[src/rtl/pc_pkg.sv]
// Shared types and defaults for the fetch-stage PC generator.
package pc_pkg;

  typedef enum logic [2:0] {
    PC_SEQ,
    PC_HOLD,
    PC_REDIR,
    PC_BR,
    PC_CALL,
    PC_RET,
    PC_CALLRET
  } pc_sel_e;

  localparam int          XLEN_DEF      = 32;
  localparam logic [31:0] RESET_VEC_DEF = 32'h0000_0000;

endpackage

[src/rtl/pc_ras.sv]
// Circular return-address stack; push+pop together replaces the top entry.
// Latency: top/count update on the edge after push/pop; no backpressure, a full push overwrites the oldest entry.
module pc_ras
  import pc_pkg::*;
#(
  parameter int XLEN      = XLEN_DEF,
  parameter int RAS_DEPTH = 4
) (
  input  logic                         clk,
  input  logic                         reset,
  input  logic                         push,
  input  logic                         pop,
  input  logic [XLEN-1:0]              push_data,
  output logic [XLEN-1:0]              top,
  output logic [$clog2(RAS_DEPTH):0]   count
);

  localparam int PW = $clog2(RAS_DEPTH);
  localparam int CW = PW + 1;

  logic [XLEN-1:0] mem [RAS_DEPTH];
  logic [PW-1:0]   ptr;
  logic [PW-1:0]   top_idx;

  // ptr names the next free slot; once full it also names the oldest entry
  assign top_idx = ptr - PW'(1);
  assign top     = mem[top_idx];

  always_ff @(posedge clk or posedge reset) begin
    if (reset) begin
      ptr   <= '0;
      count <= '0;
    end else if (push && !pop) begin
      ptr <= ptr + PW'(1);
      if (count != CW'(RAS_DEPTH)) count <= count + CW'(1);
    end else if (pop && !push) begin
      ptr   <= ptr - PW'(1);
      count <= count - CW'(1);
    end
  end

  always_ff @(posedge clk) begin
    if (push && !reset) mem[pop ? top_idx : ptr] <= push_data;
  end

endmodule

[src/rtl/fetch_pc_gen.sv]
// Fetch PC generator: redirect > branch > stall > call/ret > sequential, with a return-address stack.
// Latency: every input acts on the next edge, all outputs registered; stall holds pc except for redirect/branch.
module fetch_pc_gen
  import pc_pkg::*;
#(
  parameter int              XLEN      = XLEN_DEF,
  parameter int              PC_STEP   = 1,
  parameter logic [XLEN-1:0] RESET_VEC = XLEN'(RESET_VEC_DEF),
  parameter int              RAS_DEPTH = 4
) (
  input  logic                       clk,
  input  logic                       reset,
  input  logic                       stall,
  input  logic                       redirect_valid,
  input  logic [XLEN-1:0]            redirect_target,
  input  logic                       branch_taken,
  input  logic [XLEN-1:0]            branch_target,
  input  logic                       call,
  input  logic                       ret,
  output logic [XLEN-1:0]            pc,
  output logic                       pc_redirected,
  output logic [$clog2(RAS_DEPTH):0] ras_count,
  output logic                       ras_underflow
);

  pc_sel_e         sel;
  logic [XLEN-1:0] pc_inc;
  logic [XLEN-1:0] pc_nxt;
  logic [XLEN-1:0] ras_top;
  logic            ras_empty;
  logic            underflow_nxt;
  logic            redirected_nxt;
  logic            ras_push;
  logic            ras_pop;

  assign pc_inc    = pc + XLEN'(PC_STEP);
  assign ras_empty = (ras_count == '0);

  always_comb begin
    sel           = PC_SEQ;
    underflow_nxt = 1'b0;
    if (redirect_valid)     sel = PC_REDIR;
    else if (branch_taken)  sel = PC_BR;
    else if (stall)         sel = PC_HOLD;
    else if (call && ret)   sel = ras_empty ? PC_CALL : PC_CALLRET;
    else if (ret) begin
      sel           = ras_empty ? PC_SEQ : PC_RET;
      underflow_nxt = ras_empty;
    end
    else if (call)          sel = PC_CALL;
  end

  always_comb begin
    pc_nxt         = pc_inc;
    redirected_nxt = 1'b1;
    unique case (sel)
      PC_REDIR:              pc_nxt = redirect_target;
      PC_BR, PC_CALL:        pc_nxt = branch_target;
      PC_RET, PC_CALLRET:    pc_nxt = ras_top;
      PC_HOLD: begin
        pc_nxt         = pc;
        redirected_nxt = 1'b0;
      end
      default:               redirected_nxt = 1'b0;
    endcase
  end

  assign ras_push = (sel == PC_CALL) || (sel == PC_CALLRET);
  assign ras_pop  = (sel == PC_RET)  || (sel == PC_CALLRET);

  pc_ras #(
    .XLEN      (XLEN),
    .RAS_DEPTH (RAS_DEPTH)
  ) u_ras (
    .clk       (clk),
    .reset     (reset),
    .push      (ras_push),
    .pop       (ras_pop),
    .push_data (pc_inc),
    .top       (ras_top),
    .count     (ras_count)
  );

  always_ff @(posedge clk or posedge reset) begin
    if (reset) begin
      pc            <= RESET_VEC;
      pc_redirected <= 1'b0;
      ras_underflow <= 1'b0;
    end else begin
      pc            <= pc_nxt;
      pc_redirected <= redirected_nxt;
      ras_underflow <= underflow_nxt;
    end
  end

endmodule

[config.mk]
export PLATFORM = sky130hd
export DESIGN_NAME = fetch_pc_gen
export DESIGN_NICKNAME = d
export VERILOG_FILES = /design/src/rtl/pc_pkg.sv /design/src/rtl/pc_ras.sv /design/src/rtl/fetch_pc_gen.sv
export SDC_FILE = /design/constraint.sdc
export NUM_CORES = 1
export LEC_CHECK = 0
export ABC_CLOCK_PERIOD_IN_PS = 10200
export CAP_MARGIN = 0
export CORE_ASPECT_RATIO = 0.5
export CORE_MARGIN = 2
export CORE_UTILIZATION = 40
export CTS_BUF_LIST = sky130_fd_sc_hd__clkbuf_8
export CTS_CLUSTER_DIAMETER = 100
export DETAILED_ROUTE_END_ITERATION = 10
export GPL_ROUTABILITY_DRIVEN = 1
export PLACE_DENSITY = 0.68
export SLEW_MARGIN = 20
export SYNTH_ARGS = -nofsm -noshare
export SYNTH_HDL_FRONTEND = slang
export SYNTH_HIERARCHICAL = 1
export SYNTH_SLANG_ARGS = --single-unit
export TNS_END_PERCENT = 5
[constraint.sdc]
create_clock -name clk -period 10.2 [get_ports clk]
set_input_delay 3.06 -clock clk [delete_from_list [all_inputs] [get_ports clk]]
set_output_delay 3.06 -clock clk [all_outputs]
set_load 0.01 [all_outputs]
; Word-level counts from Yosys, hierarchy flattened
; Memories as Yosys holds them, arrays and structs flattened.
; Index checks and enable logic that the tools add are counted.
[word_totals]
ff_bits = 39
latchBits = 0
ramBits = 128
rom_bits = 0
in_bits = 71
output_inout_bits = 37
word_cells = 57
mem_count = 1
[mem_list]
columns = memory, depth, width, read_ports, rd_ports_with_merged_regs, wr, line_no
row1 = u_ras.mem, 4, 32, 1, 0, 1, pc_ras.sv:21  ; logic [XLEN-1:0] mem [RAS_DEPTH];
[op_classes]
n_addsub = 5
multipliers = 0
div = 0
order_cmp = 0
eq_ne = 8
shifts = 0
n_mux = 23
bitwise_logic = 0
reduce_logical = 15
[ops]
columns = operator, n
row1 = 32-bit case mux with 4 select lines, 1
row2 = 32-bit by 1-bit adder with 32-bit output (second input constant), 1
row3 = 3-bit 2-to-1 mux, 10
row4 = 3-bit == test (second input constant), 3
row5 = 1-bit 2-to-1 mux, 8
row6 = 2-bit 2-to-1 mux, 4
row7 = 3-bit by 2-bit == test with 1-bit output (second input constant), 2
row8 = 5-bit OR reduction, 1
row9 = 1-bit logical AND, 4
row10 = 2-bit OR reduction, 2
row11 = 3-bit by 1-bit adder with 3-bit output (second input constant), 1
row12 = 3-bit by 1-bit == test with 1-bit output (second input constant), 1
row13 = 1-bit zero test, 3
row14 = 3-bit zero test, 1
row15 = 3-bit != test (second input constant), 1
row16 = 3-bit by 1-bit subtractor with 3-bit output (second input constant), 1
row17 = 2-bit by 1-bit adder with 2-bit output (second input constant), 1
row18 = 1-bit logical OR, 2
row19 = 2-bit != test (second input constant), 1
row20 = 2-bit AND reduction, 1
row21 = 2-bit nonzero test, 1
row22 = 2-bit by 1-bit subtractor with 2-bit output (second input constant), 1

; Longest topological paths before layout
; Gate-level depths: netlist (run 1).
[logic_depth]
ltp_word = 13
mapped_depth = 12
ltp_nobuf = 9

; Hierarchy
; Netlist (run 1), hierarchy kept.
[modules_own_cells]
columns = mod, instances, cells_per_inst, area_each_um2, seq_area_each_um2
row1 = pc_ras, 1, 215, 5068.6, 3968.8
row2 = fetch_pc_gen, 1, 342, 2791.4, 850.8

; Worst setup path after synthesis (run 1)
; No wires, ideal clock.
[synth_path]
kind = input port to flip-flop
from = in redirect_valid
to = mem u_ras/mem[2][0] in the netlist's numbering, enable pin
setup_time_ps = 502
arrival_ps = 7633
t_required_ps = 9698
setup_slack_ps = 2066
path_stages = 7
path_buffers = 3
cell_sequence = clkbuf_1 > nor2_1 > and3_1 > clkbuf_1 > buf_1 > and2b_1 > nor4_1
[synth_via]
elab_cells_between_ends = 10
cone_classes = eq/ne: 3 / mux: 4 / reduce/logical: 3
[synth_lines]
columns = item, line_no
row1 = "start, declared", fetch_pc_gen.sv:14  ; input logic redirect_valid,
row2 = 3-bit 2-to-1 mux (*), fetch_pc_gen.sv:42  ; if (redirect_valid) sel = PC_REDIR;
row3 = 3-bit == test, fetch_pc_gen.sv:69  ; assign ras_pop = (sel == PC_RET) || (sel == PC_CALLRET);
row4 = 1-bit logical OR (*), fetch_pc_gen.sv:69
row5 = net ras_pop, fetch_pc_gen.sv:34  ; logic ras_pop;
row6 = 2-bit 2-to-1 mux (*), pc_ras.sv:43  ; if (push && !reset) mem[pop ? top_idx : ptr] <= push_data;
row7 = "end, declared", pc_ras.sv:21
; Mark *: on every way through the listed nets, which the timed path passes. The rest lies on a longest branch.

; Final worst setup path (run 1)
[layout_path]
from = in redirect_valid
to = mem u_ras/mem[2][6] in the netlist's numbering, enable pin
[layout_via]
elab_chain_len = 6
elab_cells_between_ends = 10
cone_classes = eq/ne: 3 / mux: 4 / reduce/logical: 3
[layout_rtl]
columns = item, line_no
row1 = 3-bit 2-to-1 mux (*), fetch_pc_gen.sv:42
row2 = 3-bit == test (on tied branches), "fetch_pc_gen.sv:68, fetch_pc_gen.sv:69"
row3 = 1-bit logical OR, fetch_pc_gen.sv:68  ; assign ras_push = (sel == PC_CALL) || (sel == PC_CALLRET);
row4 = 1-bit logical AND, pc_ras.sv:43
row5 = 1-bit 2-to-1 mux (2 in series), pc_ras.sv:43
; Mark *: on every way between the ends. The rest lies on a longest branch, timed or not.

==> results.py, run 1 <==
metrics = {
    "outcome": {
        "status": "completed",
    },
    "yosys": {
        "syn_nets": 633,
        "dominantRegCellSynth": "edfxtp_1",
        "yosysUniqueCellTypes": 58,
        "syn-cell-area_sq_mm": 0.00786,
        "ys_warn_count": 6,
        "synth_edf_count": 128,
        "synth_cells": 557,
        "synth_top_cell_by_area": "edfxtp_1",
        "synth.avg_cell_area_sq_um": 14.1,
        "synth-seq-area-share_pct": 61.3,
        "synth_area_leaders": "edfxtp_1, dfrtp_1, mux4_2",
        "yosys.area.top_type_share_pct": 48.9,
        "synth-seq-cells": 167,
        "async_flop_share_pct": 23.4,
    },
    "floorplanning": {
        "die_w_um": 202,
        "die_y_um": 103,
        "start_util_pct": 40.6,
        "core_sq_mm": 0.0194,
        "ios": 108,
        "design.die.area_sq_mm": 0.0209,
        "rows": 36,
    },
    "timing": {
        "tns_ns": 0,
        "finClkSkew_ns": 0.0113,
        "grt_setup_unrepaired": "false",
        "max_slew.worst_pin.slew_ns": 0.966,
        "fmax_mhz": 169,
        "timing.final.crit_period_ns": 5.92,
        "slew_violations": 0,
        "hold_viol": 0,
        "finalCritPeriodShare_pct": 58.1,
        "setup_violations": 0,
        "slew_headroom_pct": 35.1,
    },
    "critical_path": {
        "required_ns": 10.31,
        "cp-end-kind": "flip-flop",
        "critPathLaunchType": "primary input",
        "crit_type": "primary input to flip-flop",
        "critPathArrivalTime_ns": 6.03,
        "cp_max_fo": 35,
    },
    "grt": {
        "grt_pass1_vias": 5444,
        "grt_first_pass_wirelength_mm": 32.4,
        "grt_usage_pct": 21.1,
        "antenna_found_initial": 0,
        "overflow": 0,
        "grt_max_degree": 38,
    },
    "clocking": {
        "root_buffer": "clkbuf_8",
        "ctsHoldBuffers": 0,
        "post_cts_buffers": 0,
        "post_cts_resized": 0,
        "insertion_delay_ns": 0.46,
        "htreeDepth": 4,
        "clockBufferDepth": 2,
        "clkTransAtPathRegs_ns": 0.10,
        "cts_made_buffers": 17,
        "clkSinkCount": 167,
        "cts_tree": "built",
    },
    "cells_and_area": {
        "syn2layout_area_growth_pct": 22.7,
        "fin_nets": 740,
        "design_area_sq_mm": 0.00964,
        "utilization_pct": 49.8,
        "n_antenna_cell": 0,
        "drive_gt1_share_pct": 12.7,
    },
    "power_and_ir_drop": {
        "power_density_mw_per_mm2": 187,
        "total_power_mw": 1.80,
        "p_leak_nw": 3.30,
        "ir_drop_uv": 85.3,
    },
    "run": {
        "drv_cap": 0,
    },
    "drt": {
        "initialDrtViolationCount": 650,
        "firstDrtPassIters": 9,
        "viasPerCell": 5.87,
        "ant_nets": 0,
        "routed_wl_mm": 21.4,
        "routedWlPerCell_um": 22.7,
        "vias": 5537,
        "drc_errors": 0,
    },
    "placement": {
        "placed_area_sq_mm": 0.00922,
        "dp_hpwl_mm": 14.1,
        "gp_congestion": 0.822,
        "port_buffers": 107,
    },
    "worst_hold_path": {
        "min_path_type": "flip-flop to flip-flop",
    },
}
report_power, final:
part / internal, mW / switching, mW / total [mW]
registers: 0.783 / 0.0554 / 0.839
logic: 0.223 / 0.225 / 0.448
clock network: 0.248 / 0.265 / 0.513
total: 1.25 / 0.545 / 1.80
critical path, cell delays in order:
cell and delay (ns):
clkdlybuf4s50_1 0.40, buf_4 0.27, nor2_2 0.60, and3_1 0.27
buf_4 0.38, and2b_1 0.29, nor4_2 0.23, buf_4 0.49
layout make-up:
type / count / area, sq um
inverters: 16 / 60.1
clock inverters: 15 / 190
flip-flops and latches: 167 / 4820
well taps: 266 / 333
multi-input cells: 342 / 2840
fillers: 1668 / 9730
repair buffers: 120 / 1170
clock buffers: 17 / 234
layout by cell type (no fill, tap or decap), types with 5 or more instances in the layout:
cell | Yosys | routed
nor4_1 | 9 | 7
a21oi_1 | 15 | 15
nor2_1 | 18 | 15
xnor2_1 | 27 | 27
ha_1 | 5 | 5
and3_1 | 6 | 6
a22oi_1 | 5 | 5
buf_4 | 1 | 13
a222oi_1 | 22 | 22
clkbuf_8 | 0 | 17
clkdlybuf4s50_1 | 0 | 107
xor2_1 | 6 | 6
inv_1 | 16 | 17
a221oi_1 | 7 | 6
o211ai_1 | 5 | 5
nand2_1 | 52 | 52
mux4_1 | 5 | 5
a221o_1 | 5 | 5
inv_6 | 0 | 5
a21o_1 | 14 | 14
nor3_1 | 11 | 11
nand4_1 | 12 | 12
o21ai_0 | 18 | 18
dfrtp_1 | 39 | 38
nand3_1 | 18 | 18
edfxtp_1 | 128 | 128
mux4_2 | 27 | 27
and2_1 | 6 | 6
kinds of logic (layout without fill, tap and decap cells):
kind of cell / Yosys count / in the layout / synth area share [%]
multiplexers: 36 / 36 / 9.93
buffers and inverters: 48 / 168 / 3.09
AO/OA/AOI/OAI: 113 / 113 / 11.0
adder cells (fa/ha/maj): 5 / 5 / 0.796
flip-flops: 167 / 167 / 61.3
AND/OR/NAND/NOR: 155 / 155 / 10.2
XOR/XNOR: 33 / 33 / 3.68
metrics by stage:
step,instances,hold WS [ns],setup WS [ns]
final,943,0.602,4.28
after global placement,911,0.583,3.63
after floorplan,557,0.580,2.07
after detailed placement,911,0.586,3.54
after CTS,943,0.610,4.03
after global routing,943,0.647,4.13
state kept, by name (all words and copies together) (netlist names):
name           cells
u_ras/mem        128
ras_underflow      1
pc_redirected      1
u_ras/ptr          2
pc                32
u_ras/count        3
Yosys cell counts (3+ instances only):
cell type	count
a21oi_1	15
o31a_1	4
dfrtp_1	39
and2_1	6
a221oi_1	7
clkbuf_1	16
nor2b_1	4
xor2_1	6
ha_1	5
mux2i_1	3
nand3_1	18
a222oi_1	22
nor2_1	18
inv_1	16
o211ai_1	5
o21ai_0	18
and4_1	3
buf_2	8
nand2_1	52
a22oi_1	5
mux4_2	27
or4_1	4
a21o_1	14
nor3_1	11
mux4_1	5
xnor2_1	27
and3_1	6
nand4_1	12
nor4_1	9
edfxtp_1	128
a221o_1	5
layer usage:
| layer | global-route usage, % | wire length [um] | vias up |
|---|---|---|---|
| li1 | - | - | 2446 |
| met1 | 29.8 | 9620 | 2808 |
| met2 | 33.7 | 10100 | 258 |
| met3 | 3.82 | 1460 | 25 |
| met4 | 6.46 | 263 | 0 |
| met5 | 0 | 0 | - |
path summary, 6_finish.rpt:
check | startpoint | cells past startpoint | slack [ns] | endpoint
worst max-delay path | redirect_valid | 8 | 4.28 | u_ras/mem[2][6]
worst min-delay path | pc[6] | 2 | 0.60 | pc[6]
worst max register to register | u_ras/count[1] | 7 | 7.14 | u_ras/mem[3][5]
worst min register to register | pc[6] | 2 | 0.60 | pc[6]
max in group asynchronous | reset | 3 | 6.72 | pc[3]
min in group asynchronous | reset | 2 | 2.86 | u_ras/count[2]
Power figures use the tool's default switching activity.
==> run 2, diff against run 1 <==
--- a/config.mk
+++ b/config.mk
@@ -5,7 +5,7 @@
 export SDC_FILE = /design/constraint.sdc
 export NUM_CORES = 1
 export LEC_CHECK = 0
-export ABC_CLOCK_PERIOD_IN_PS = 10200
+export ABC_CLOCK_PERIOD_IN_PS = 5950
 export CAP_MARGIN = 0
 export CORE_ASPECT_RATIO = 0.5
 export CORE_MARGIN = 2
==> constraint.sdc (replaced) <==
create_clock -name clk -period 5.95 [get_ports clk]
set_input_delay 1.785 -clock clk [delete_from_list [all_inputs] [get_ports clk]]
set_output_delay 1.785 -clock clk [all_outputs]
set_load 0.01 [all_outputs]
==> run 2 against run 1 <==
Sequential power up 74%. Largest power group unchanged. Worst hold slack better by 0.0092 ns. Non-clock buffer count up 5. Largest cell class unchanged.
==> results.py, run 2 (synthesized netlist as in run 1, its figures left out) <==
metrics = {
    "outcome": {
        "status": "completed",
    },
    "drt": {
        "vias": 5706,
        "routed_wl_mm": 22.4,
        "routedWlPerCell_um": 23.6,
        "viasPerCell": 6.02,
        "firstDrtPassIters": 8,
        "ant_nets": 0,
        "drc_errors": 0,
        "initialDrtViolationCount": 668,
    },
    "critical_path": {
        "cpMostUsedCell": "nor2_1",
        "required_ns": 6.11,
        "cp-end-kind": "flip-flop",
        "crit_type": "primary input to flip-flop",
        "path_cells": "clkdlybuf4s50_1, nor2_1, and3_1, inv_1, nor2_1, mux2i_1, nor2_2, buf_12",
        "cp_top_family": "simple AND/OR/NAND/NOR gates",
        "cp_max_fo": 23,
        "critPathBufInv": 3,
        "worst_path_largest_cell_delay_ns": 0.72,
        "critical_path.slowest_cell": "clkdlybuf4s50_1",
        "critPathLaunchType": "primary input",
        "r2r_slack_ns": 2.91,
        "critPathArrivalTime_ns": 4.51,
    },
    "cells_and_area": {
        "multi_input_area_sq_mm": 0.00284,
        "layout_common_cells": "edfxtp_1, clkdlybuf4s50_1, nand2_1",
        "regArea_sq_mm": 0.00482,
        "fin_nets": 745,
        "n_antenna_cell": 0,
        "syn2layout_area_growth_pct": 23.0,
        "design_area_sq_mm": 0.00967,
        "layout_commonest_cell": "edfxtp_1",
        "top_regs": "u_ras/mem: 128 flops, pc: 32 flops, u_ras/count: 3 flops",
        "largest_reg_flops": 128,
        "drive_gt1_share_pct": 13.2,
        "top_register": "u_ras/mem",
        "fillers": 1642,
        "utilization_pct": 49.9,
    },
    "timing": {
        "tns_ns": 0,
        "slew_headroom_pct": 40.2,
        "timing.final.crit_period_ns": 4.36,
        "finClkSkew_ns": 0.0123,
        "setup_violations": 0,
        "hold_viol": 0,
        "max_slew.worst_pin.slew_ns": 0.894,
        "finalCritPeriodShare_pct": 73.2,
        "slew_violations": 0,
        "grt_setup_unrepaired": "false",
        "fmax_mhz": 230,
    },
    "floorplanning": {
        "ios": 108,
        "design.die.area_sq_mm": 0.0209,
        "rows": 36,
        "start_util_pct": 40.6,
        "die_y_um": 103,
        "die_w_um": 202,
        "core_sq_mm": 0.0194,
    },
    "placement": {
        "dp_hpwl_mm": 15.0,
        "gp_congestion": 0.901,
        "port_buffers": 107,
        "placed_area_sq_mm": 0.00928,
    },
    "clocking": {
        "clockBufferDepth": 2,
        "cts_made_buffers": 17,
        "insertion_delay_ns": 0.46,
        "cts_tree": "built",
        "clkTransAtPathRegs_ns": 0.10,
        "clkSinkCount": 167,
        "post_cts_buffers": 0,
        "root_buffer": "clkbuf_8",
        "post_cts_resized": 0,
        "ctsHoldBuffers": 0,
        "htreeDepth": 4,
    },
    "worst_hold_path": {
        "min_path_type": "flip-flop to flip-flop",
    },
    "power_and_ir_drop": {
        "power_density_mw_per_mm2": 311,
        "p_leak_nw": 3.33,
        "ir_drop_uv": 148,
    },
    "grt": {
        "overflow": 0,
        "grt_max_degree": 38,
        "grt_first_pass_wirelength_mm": 33.7,
        "antenna_found_initial": 0,
        "grt_pass1_vias": 5535,
        "grt_usage_pct": 22.0,
    },
    "run": {
        "drv_cap": 0,
    },
}
-- run 2: cell types whose count changed in the layout (fill, tap and decap cells not counted), moves of 2 or more --
cell,previous run,this run
bufinv_16,3,0
clkinv_8,0,2
inv_8,2,4
buf_4,13,16
clkinvlp_4,4,0
buf_12,0,2
-- run 2: worst register-to-register path, stage by stage (launching register included) --
cell	delay [ns]
dfrtp_1	0.56
o31a_1	0.42
and3_1	0.35
inv_1	0.12
nor2_1	0.30
mux2i_1	0.15
nor2_2	0.55
buf_12	0.28
-- run 2: metal layers --
metal | vias to the layer above | share of wire (%) | GRT usage, %
met5 | - | 0 | 0
met4 | 0 | 2.5 | 7.02
met3 | 47 | 8.5 | 4.17
met2 | 288 | 46 | 34.4
met1 | 2910 | 43 | 31.5
li1 | 2461 | - | -
-- run 2: where the power goes --
group          total [mW]  internal (mW)  switching [mW]
sequential           1.46           1.34           0.115
combinational       0.767          0.386           0.381
clock               0.788          0.313           0.475
total                3.01           2.04           0.970
-- run 2: cell type report --
class                      instances  share of cell area [%]
clock buffer                      17                    2.42
tap                              266                    3.44
inverter                          16                   0.621
multi-input combinational        342                    29.4
clock inverter                    15                    1.53
timing repair buffer             125                    12.7
sequential                       167                    49.9
-- run 2: through the flow --
stage,total power [mW],setup WS (ns),hold WS [ns],cells
after floorplan,1.96,-0.909,0.580,557
after global placement,2.23,1.35,0.581,916
after detailed placement,2.25,1.16,0.595,916
after CTS,3.03,1.65,0.620,948
after global routing,3.14,1.44,0.644,948
final,3.01,1.59,0.611,948
-- run 2: path summary, 6_finish.rpt --
path	start	to	depth (start not counted)
worst min-delay path	pc[5]	pc[5]	2
worst min register to register	pc[5]	pc[5]	2
min in group asynchronous	reset	u_ras/count[2]	2
worst max-delay path	redirect_valid	u_ras/mem[1][29]	8
worst max register to register	u_ras/count[1]	u_ras/mem[1][29]	7
max in group asynchronous	reset	pc[3]	3
==> run 3, diff against run 2 <==
--- a/config.mk
+++ b/config.mk
@@ -5,7 +5,7 @@
 export SDC_FILE = /design/constraint.sdc
 export NUM_CORES = 1
 export LEC_CHECK = 0
-export ABC_CLOCK_PERIOD_IN_PS = 5950
+export ABC_CLOCK_PERIOD_IN_PS = 3800
 export CAP_MARGIN = 0
 export CORE_ASPECT_RATIO = 0.5
 export CORE_MARGIN = 2
@@ -14,7 +14,7 @@
 export CTS_CLUSTER_DIAMETER = 100
 export DETAILED_ROUTE_END_ITERATION = 10
 export GPL_ROUTABILITY_DRIVEN = 1
-export PLACE_DENSITY = 0.68
+export PLACE_DENSITY = 0.71
 export SLEW_MARGIN = 20
 export SYNTH_ARGS = -nofsm -noshare
 export SYNTH_HDL_FRONTEND = slang
==> constraint.sdc (replaced) <==
create_clock -name clk -period 3.8 [get_ports clk]
set_input_delay 1.14 -clock clk [delete_from_list [all_inputs] [get_ports clk]]
set_output_delay 1.14 -clock clk [all_outputs]
set_load 0.01 [all_outputs]
==> run 3 against run 2 <==
Global-route usage is 1.8 points lower. Combinational power is 50% higher. Highest routed layer unchanged. Routed wire length is 8.6% lower. Core utilization is 0.68 points higher. Die area stayed put. Worst hold slack worse by 0.0066 ns. Sequential share of layout area is 0.67 points lower. Total power is 57% higher. Cell count is 0.95% higher. Register-to-register slack worse by 1.7 ns. Final area is 1.4% higher. Clock skew is 0.0013 ns higher.
==> results.py, run 3 (synthesized netlist as in run 1, its figures left out) <==
metrics = {
    "power_and_ir_drop": {
        "p_leak_nw": 3.36,
        "seq_power_share_pct": 49.6,
        "switchingPower_mw": 1.46,
        "ir_drop_uv": 225,
        "internal-power_mw": 3.28,
        "switching_share_pct": 30.9,
        "pwr-share-clk_pct": 26.1,
        "power_density_mw_per_mm2": 484,
        "total_power_mw": 4.74,
        "pwr-share-comb_pct": 24.3,
    },
    "critical_path": {
        "critPathArrivalTime_ns": 3.38,
        "cp_max_fo": 4,
        "cp-end-kind": "flip-flop",
        "required_ns": 4.17,
        "critPathLaunchType": "primary input",
        "crit_type": "primary input to flip-flop",
    },
    "grt": {
        "overflow": 0,
        "grt_max_degree": 35,
        "grt_usage_pct": 20.2,
        "grt_pass1_vias": 5454,
        "grt_first_pass_wirelength_mm": 31.3,
        "antenna_found_initial": 0,
    },
    "timing": {
        "whs_ns": 0.605,
        "max_slew.worst_pin.slew_ns": 1.08,
        "slew_violations": 0,
        "tns_ns": 0,
        "setup_violations": 0,
        "worst_slack_ns": 0.794,
        "hold_viol": 0,
        "slew_headroom_pct": 27.9,
        "timing.final.crit_period_ns": 3.01,
        "finalCritPeriodShare_pct": 79.1,
        "finClkSkew_ns": 0.0136,
        "grt_setup_unrepaired": "false",
        "fmax_mhz": 333,
    },
    "cells_and_area": {
        "fin_nets": 754,
        "fillers": 1656,
        "largest_reg_flops": 128,
        "drive_gt1_share_pct": 14.9,
        "top_regs": "u_ras/mem: 128 flops, pc: 32 flops, u_ras/count: 3 flops",
        "top_register": "u_ras/mem",
        "layout_common_cells": "edfxtp_1, clkdlybuf4s50_1, nand2_1",
        "multi_input_area_sq_mm": 0.00288,
        "n_antenna_cell": 0,
        "syn2layout_area_growth_pct": 24.7,
        "layout_commonest_cell": "edfxtp_1",
        "regArea_sq_mm": 0.00482,
        "design_area_sq_mm": 0.00980,
    },
    "clocking": {
        "ctsHoldBuffers": 0,
        "post_cts_resized": 0,
        "clockBufferDepth": 2,
        "cts_made_buffers": 17,
        "post_cts_buffers": 0,
        "clkSinkCount": 167,
        "clkTransAtPathRegs_ns": 0.09,
        "insertion_delay_ns": 0.46,
        "root_buffer": "clkbuf_8",
        "htreeDepth": 4,
        "cts_tree": "built",
    },
    "drt": {
        "ant_nets": 0,
        "vias": 5575,
        "viasPerCell": 5.83,
        "routed_wl_mm": 20.4,
        "firstDrtPassIters": 7,
        "drc_errors": 0,
        "routedWlPerCell_um": 21.4,
        "initialDrtViolationCount": 694,
    },
    "run": {
        "drv_cap": 0,
    },
    "floorplanning": {
        "die_w_um": 202,
        "die_y_um": 103,
        "design.die.area_sq_mm": 0.0209,
        "core_sq_mm": 0.0194,
        "rows": 36,
        "start_util_pct": 40.6,
        "ios": 108,
    },
    "worst_hold_path": {
        "min_path_type": "flip-flop to flip-flop",
    },
    "placement": {
        "dp_hpwl_mm": 14.1,
        "gp_congestion": 0.853,
        "pre_cts_ws_ns": 0.335,
        "placed_area_sq_mm": 0.00941,
        "port_buffers": 107,
    },
    "outcome": {
        "status": "completed",
    },
}
-- run 3: power by group through the flow --
stage	Combinational [mW]	Sequential (mW)	Clock, mW
3_5_place_dp	1.15	2.39	0
6_report	1.15	2.35	1.24
5_1_grt	1.24	2.38	1.33
3_3_place_gp	1.14	2.38	0
2_1_floorplan	0.832	2.26	0
4_1_cts	1.15	2.35	1.26
-- run 3: path summary, 6_finish.rpt --
check | from | end | slack (ns) | cells past startpoint
min in group asynchronous | reset | u_ras/ptr[1] | 0.96 | 2
setup / recovery | ret | u_ras/count[2] | 0.79 | 10
hold reg to reg | pc[6] | pc[6] | 0.60 | 2
max in group asynchronous | reset | pc[6] | 2.29 | 3
setup reg to reg | pc[7] | u_ras/mem[2][25] | 1.20 | 4
hold / removal | pc[6] | pc[6] | 0.60 | 2
-- run 3: final cells by class --
cell class / instances / share of cell area, %
Sequential cell: 167 / 49.2
Tap cell: 266 / 3.40
Inverter: 16 / 0.613
Clock buffer: 18 / 2.53
Clock inverter: 14 / 1.43
Multi-Input combinational cell: 342 / 29.3
Timing Repair Buffer: 134 / 13.5
-- run 3: metal layers --
| metal | GRT usage [%] | vias to the layer above | wire [um] |
|---|---|---|---|
| li1 | - | 2481 | - |
| met1 | 26.8 | 2823 | 8510 |
| met2 | 33.4 | 238 | 9920 |
| met3 | 4.74 | 33 | 1580 |
| met4 | 6.68 | 0 | 425 |
| met5 | 0 | - | 0 |
-- run 3: worst max-delay path: stages --
cell             delay (ns)
clkdlybuf4s50_1        0.56
o31a_1                 0.18
and3_1                 0.24
inv_1                  0.10
ha_1                   0.24
xnor2_1                0.14
ha_1                   0.20
o21a_1                 0.20
o211ai_1               0.17
a21boi_0               0.20
-- run 3: per-stage QoR --
| step | utilization [%] | std cells |
|---|---|---|
| final | 50.6 | 957 |
| after global placement | 48.6 | 925 |
| after global routing | 50.6 | 957 |
| after CTS | 50.6 | 957 |
| after detailed placement | 48.6 | 925 |
| after floorplan | - | 557 |
